==> config.mk <==
export PLATFORM = sky130hd
export DESIGN_NAME = time_keeper
export DESIGN_NICKNAME = d
export VERILOG_FILES = /design/src/rtl/time_keeper.sv
export SDC_FILE = /design/constraint.sdc
export NUM_CORES = 1
export LEC_CHECK = 0
export CORE_MARGIN = 5
export CORE_UTILIZATION = 40
export CTS_BUF_LIST = sky130_fd_sc_hd__clkbuf_8
export DETAILED_ROUTE_END_ITERATION = 16
export GPL_ROUTABILITY_DRIVEN = 1
export GPL_TIMING_DRIVEN = 0
export PLACE_DENSITY = 0.61
export SLEW_MARGIN = 10
export SYNTH_ARGS = -nofsm -noshare
export SYNTH_HDL_FRONTEND = slang
export SYNTH_SLANG_ARGS = --single-unit
==> constraint.sdc <==
create_clock -name clk -period 2.85 [get_ports clk]
set_clock_uncertainty 0.05 [all_clocks]
set_input_delay 0.285 -clock clk [delete_from_list [all_inputs] [get_ports clk]]
set_output_delay 0.285 -clock clk [all_outputs]
set_load 0.01 [all_outputs]
==> src/rtl/time_keeper.sv <==
// time_keeper: 24-hour BCD HH:MM time-of-day counter with a one-second
// prescaler, a seconds counter, validated synchronous load and fully
// registered outputs for the alarm compare path.
module time_keeper #(
    parameter int CLK_DIV     = 50000000,
    parameter int SEC_PER_MIN = 60
) (
    input  logic        clk,
    input  logic        rst,
    input  logic        run,
    input  logic        load,
    input  logic [15:0] setData,
    output logic [15:0] timeData,
    output logic        secTick,
    output logic        minTick,
    output logic        loadErr
);

    localparam int PW = (CLK_DIV > 1) ? $clog2(CLK_DIV) : 1;
    localparam int SW = (SEC_PER_MIN > 1) ? $clog2(SEC_PER_MIN) : 1;
    localparam logic [PW-1:0] PRESC_MAX = PW'(CLK_DIV - 1);
    localparam logic [SW-1:0] SEC_MAX   = SW'(SEC_PER_MIN - 1);

    logic [PW-1:0] presc;
    logic [SW-1:0] sec_cnt;
    logic          second_edge;
    logic          minute_edge;
    logic          set_valid;
    logic          load_ok;

    // Advance HH:MM by one minute, keeping every digit within its legal range.
    function automatic logic [15:0] bcd_inc(input logic [15:0] t);
        logic [3:0] ht, hu, mt, mu;
        {ht, hu, mt, mu} = t;
        if (mu != 4'd9) begin
            mu = mu + 4'd1;
        end else begin
            mu = 4'd0;
            if (mt != 4'd5) begin
                mt = mt + 4'd1;
            end else begin
                mt = 4'd0;
                if (ht == 4'd2 && hu == 4'd3) begin
                    ht = 4'd0;
                    hu = 4'd0;
                end else if (hu == 4'd9) begin
                    hu = 4'd0;
                    ht = ht + 4'd1;
                end else begin
                    hu = hu + 4'd1;
                end
            end
        end
        return {ht, hu, mt, mu};
    endfunction

    // Edge detection for the prescaler/seconds wraps and set-value validation.
    always_comb begin
        second_edge = run && (presc == PRESC_MAX);
        minute_edge = second_edge && (sec_cnt == SEC_MAX);
        set_valid   = (setData[15:12] <= 4'd2) &&
                      (setData[11:8]  <= 4'd9) &&
                      ((setData[15:12] != 4'd2) || (setData[11:8] <= 4'd3)) &&
                      (setData[7:4]   <= 4'd5) &&
                      (setData[3:0]   <= 4'd9);
        load_ok     = load && set_valid;
    end

    // Counters, time register and tick pulses; a valid load overrides any edge.
    // NOTE: sequential state uses non-blocking assignments so every register
    // samples pre-edge values regardless of statement order.
    always_ff @(posedge clk or posedge rst) begin
        if (rst) begin
            presc    <= '0;
            sec_cnt  <= '0;
            timeData <= 16'h0000;
            secTick  <= 1'b0;
            minTick  <= 1'b0;
            loadErr  <= 1'b0;
        end else begin
            secTick <= 1'b0;
            minTick <= 1'b0;
            loadErr <= load && !set_valid;
            if (load_ok) begin
                timeData <= setData;
                presc    <= '0;
                sec_cnt  <= '0;
            end else if (run) begin
                if (second_edge) begin
                    presc   <= '0;
                    secTick <= 1'b1;
                    if (minute_edge) begin
                        sec_cnt  <= '0;
                        minTick  <= 1'b1;
                        timeData <= bcd_inc(timeData);
                    end else begin
                        sec_cnt <= sec_cnt + 1'b1;
                    end
                end else begin
                    presc <= presc + 1'b1;
                end
            end
        end
    end

endmodule

Word level (Yosys, flattened, before mapping):

Index checks and enable logic that the tools add are counted.

* order comparisons: 5
* $add $sub $neg: 6
* eq/ne operators: 10
* reductions and logical operators: 20
* mux-type cells: 29

Operators by type and width (number)
* 26-bit 2-to-1 mux: 3
* 16-bit 2-to-1 mux: 4
* 4-bit 2-to-1 mux: 11
* 26-bit by 1-bit adder with 26-bit output (second input constant): 1
* 26-bit equality test (second input constant): 1
* 6-bit 2-to-1 mux: 4
* 4-bit by 1-bit adder with 4-bit output (second input constant): 4
* 1-bit logical AND: 9
* 4-bit by 2-bit equality test with 1-bit output (second input constant): 2
* 4-bit by 2-bit <= comparator with 1-bit output (second input constant): 2
* 4-bit <= comparator (second input constant): 2
* 1-bit 2-to-1 mux: 7
* 6-bit by 1-bit adder with 6-bit output (second input constant): 1
* 6-bit equality test (second input constant): 1
* 6-bit AND reduction: 1
* 2-bit nonzero test: 3
* 5-bit AND reduction: 1
* 4-bit equality test (second input constant): 1
* 4-bit by 3-bit <= comparator with 1-bit output (second input constant): 1
* 2-bit inequality test (second input constant): 2
* 4-bit by 2-bit inequality test with 1-bit output (second input constant): 1
* 4-bit by 3-bit inequality test with 1-bit output (second input constant): 1
* 4-bit inequality test (second input constant): 1
* 4-bit AND reduction: 1
* 5 further kinds: 5

* output and inout port bits: 19
* bits in registers: 51
* word-level logic and storage cells: 79
* input port bits: 20

Depth between registers and ports, before layout:

* depth after elaboration: 9
* depth in mapped cells: 8
* gate-level depth less buffers: 7

Least setup slack after synthesis:

OpenSTA, ideal clock, no wires.

* path kind: register to register
* start: reg presc[0]
* end: reg timeData[7]
* period minus slack after synthesis: 2.341 ns
* cell stages (with the launch flop): 9
* path slack: 0.509 ns
* data arrival time: 2.213 ns
* cell sequence: dfrtp_1 -> ha_1 -> nand2_1 -> or3_1 -> buf_2 -> or3_1 -> buf_2 -> or4_1 -> a21oi_1

* word-level cells in the longest chain between the ends: 5

RTL lines
* start: declaration: RTL line 24 `logic [PW-1:0] presc;`
* start signal: assignment: RTL line 100 `presc <= presc + 1'b1;`
* 26-bit equality test *: RTL line 59 `second_edge = run && (presc == PRESC_MAX);`
* 1-bit logical AND *: RTL line 59
* 1-bit logical AND: RTL line 60 `minute_edge = second_edge && (sec_cnt == SEC_MAX);`
* 2-bit nonzero test (no source line)
* 4-bit AND reduction (no source line) *
* end signal: assignment: RTL line 85 `timeData <= setData;`
* end signal: assignment: RTL line 95 `timeData <= bcd_inc(timeData);`
* end: declaration: RTL line 13 `output logic [15:0] timeData,`

Every way passes the cells marked *; elsewhere a longest branch is shown, timed or not.
A chain may end at the register's enable or synchronous reset.

Final worst setup path:

Ends and elaborated chain as after synthesis.

==> impl_metrics.tcl <==
set metrics [dict create \
    avgSynthCellArea_um2 8.92 \
    antenna_found_initial 0 \
    routed_wl_um 8330 \
    cts_buffer_depth 2 \
    area_delta_synth_final_pct 21.5 \
    critPathTopFamily "simple AND/OR/NAND/NOR gates" \
    num_vias 2823 \
    port_buffers 37 \
    root_buffer "clkbuf_8" \
    clock_latency_ps 310 \
    grt_pass1_vias 2846 \
    synth-main-ff-cell "dfrtp_1" \
    required_ps 3040 \
    dr.pass1.iters 4 \
    synthCells 339 \
    critPathMaxStageDelay_ps 510 \
    grt_pass1_wl_um 14400 \
    finalCriticalPeriod_ps 2610 \
    peakVddDrop_uv 188 \
    status "completed" \
    die_h_um 96.9 \
    async_flop_share 1.00 \
    crit_type "flip-flop to flip-flop" \
    synth_top_area_cell "dfrtp_1" \
    crit_path_end_kind "flip-flop" \
    yosys_warnings 0 \
    postRouteAntennaNets 0 \
    finalHoldWorstSlack_ps 255 \
    crit_slowest_cell "or4_1" \
    cts_tree "built" \
    ys_types 48 \
    powerDensity_mw_per_mm2 518 \
    synthesis.nets 365 \
    drc_errors 0 \
    drive_gt1_frac 0.0674 \
    gp_congestion 0.906 \
    final_cell_area_mm2 0.00367 \
    fp.coreArea_mm2 0.00729 \
    synth_seq_area_share 0.422 \
    grtUsageTotal 0.185 \
    relSlewSlack 0.445 \
    p_leak_nw 1.40 \
    clock.fmax_ghz 0.383 \
    rsz0062_at_grt "no" \
    yosysTopAreaCellShare 0.422 \
    worstMarginPinSlew_ps 825 \
    ys_ff_latch 51 \
    rows 31 \
    clkTransAtPathRegs_ps 100 \
    viasPerCell 5.82 \
    synth_area_mm2 0.00302 \
    cts_max_level 2 \
    drt-initial-drc-count 193 \
    total_power_mw 1.90 \
    n_antenna_cell 0 \
    place_area_mm2 0.00354 \
    wl_per_cell_um 17.2 \
    final_core_util 0.504 \
    grt_max_degree 31 \
    synth_common_cells "dfrtp_1, nand2_1, nor2_1" \
    drv_slew 0 \
    fin_nets 411 \
    setup.worst_path.start_class "flip-flop" \
    grt-ovfl-total 0 \
    crit_buf_inv 2 \
    yosysMostFrequentCell "dfrtp_1" \
    setup_viol 0 \
    worstPathMaxFanout 6 \
    synth_edf_count 0 \
    ios 39 \
    drv_cap 0 \
    synth_area_leaders "dfrtp_1, nand2_1, a21oi_1, nor2_1, nand4_1" \
    cts_num_sinks 51 \
    cts_buffers 5 \
    crit_chain "ha_1, nand2_1, or3_1, buf_2, or3_1, buf_2, or4_1, a21oi_1" \
    crit_arrival_ps 2800 \
    min_path_type "input pin to asynchronous set/reset pin" \
    place_hpwl_um 6110 \
    die_area_mm2 0.00940 \
    finalCritPeriodShare 0.916 \
    die_w_um 96.9 \
    timing.final.hold_violations 0 \
    initial_utilization 0.415 \
]
==> report_power, final <==
part / internal [mW] / total (mW) / switching (mW)
Sequential: 0.830 / 0.993 / 0.163
Combinational: 0.232 / 0.425 / 0.193
Clock: 0.222 / 0.485 / 0.264
Total: 1.28 / 1.90 / 0.620
==> through the flow <==
step                std cells  worst slack (ps)  setup TNS (ps)
finish                    485               239               0
global placement          475              -365           -7030
detailed placement        476              -378           -7890
CTS                       484              41.8               0
global route              485              25.6               0
floorplan                 339               509               0
==> kinds of logic (layout without fill, tap and decap cells) <==
family                     count (synthesis)  after routing  share of synthesized area
AOI/OAI and AO/OA                         75             75                      0.156
xor gates and xnor gates                  12             12                     0.0348
adders and majority gates                  6              6                     0.0248
buffers and inverters                     25             72                     0.0323
DFF                                       51             51                      0.422
muxes                                      6              6                     0.0199
and+or+nand+nor                          164            164                      0.310
==> layout by cell type (no fill, tap or decap), types with 3 or more instances in the layout <==
cell type | Yosys | routed
dfrtp_1 | 51 | 51
clkdlybuf4s50_1 | 0 | 37
nand2_1 | 31 | 31
nor2_1 | 27 | 27
a21oi_1 | 21 | 20
nand3_1 | 18 | 18
o21ai_0 | 17 | 17
nand4_1 | 15 | 15
nor4_1 | 13 | 12
or4_1 | 12 | 12
or3_1 | 10 | 10
inv_1 | 10 | 9
o31ai_1 | 9 | 9
clkbuf_1 | 12 | 8
a31oi_1 | 8 | 8
clkbuf_8 | 0 | 7
and3_1 | 6 | 6
xor2_1 | 6 | 6
xnor2_1 | 6 | 6
mux2i_1 | 6 | 6
ha_1 | 6 | 6
nor4bb_1 | 5 | 5
nand2b_1 | 5 | 5
and4_1 | 4 | 4
clkbuf_2 | 0 | 4
buf_2 | 3 | 3
o2111ai_1 | 3 | 3
nand3b_1 | 3 | 3
nor3_1 | 3 | 3
nor2b_1 | 3 | 3
==> state kept, by name, summed over array words and instances (netlist names) <==
register / flops
sec_cnt: 6
loadErr: 1
secTick: 1
timeData: 16
presc: 26
minTick: 1
==> what timing repair did <==
action                                  in CTS  in global routing
buffers inserted                             0                  1
gates cloned                                 0                  0
endpoints found under the setup margin      17                 38
pin swaps                                    0                  1
resized for setup                            2                  8
hold buffers                                 0                  0
==> worst reg2reg max path, delay by kind of cell (launching register included) <==
family | cells | cell delay [ps]
adder cells (fa/ha/maj) | 1 | 220
AO/OA/AOI/OAI | 1 | 150
flip-flops | 1 | 440
AND/OR/NAND/NOR | 4 | 1340
buffers and inverters | 2 | 350
==> area by class of cell <==
type | instances | area [um2]
Sequential cell | 51 | 1280
Clock buffer | 7 | 96.3
Buffer | 15 | 65.1
Clock inverter | 1 | 7.51
Multi-Input combinational cell | 263 | 1670
Timing Repair Buffer | 39 | 398
Tap cell | 99 | 124
Inverter | 10 | 37.5
Fill cell | 717 | 3620
==> per-layer routing <==
| metal | GRT usage | part of all wire |
|---|---|---|
| met3 | 0.0288 | 0.043 |
| met5 | 0 | 0 |
| met1 | 0.257 | 0.48 |
| met2 | 0.292 | 0.46 |
| met4 | 0.0648 | 0.018 |
==> path summary, 6_finish.rpt <==
| check | from | to | slack, ps | cells past startpoint |
|---|---|---|---|---|
| setup / recovery | presc[0] | timeData[7] | 240 | 8 |
| hold / removal | rst | timeData[15] | 260 | 2 |
| setup reg to reg | presc[0] | timeData[7] | 240 | 8 |
| hold reg to reg | presc[25] | presc[25] | 470 | 1 |
| max in group asynchronous | rst | presc[21] | 1960 | 3 |
| min in group clk | run | presc[2] | 380 | 4 |
Note: power is estimated with default switching activity, not from simulation.
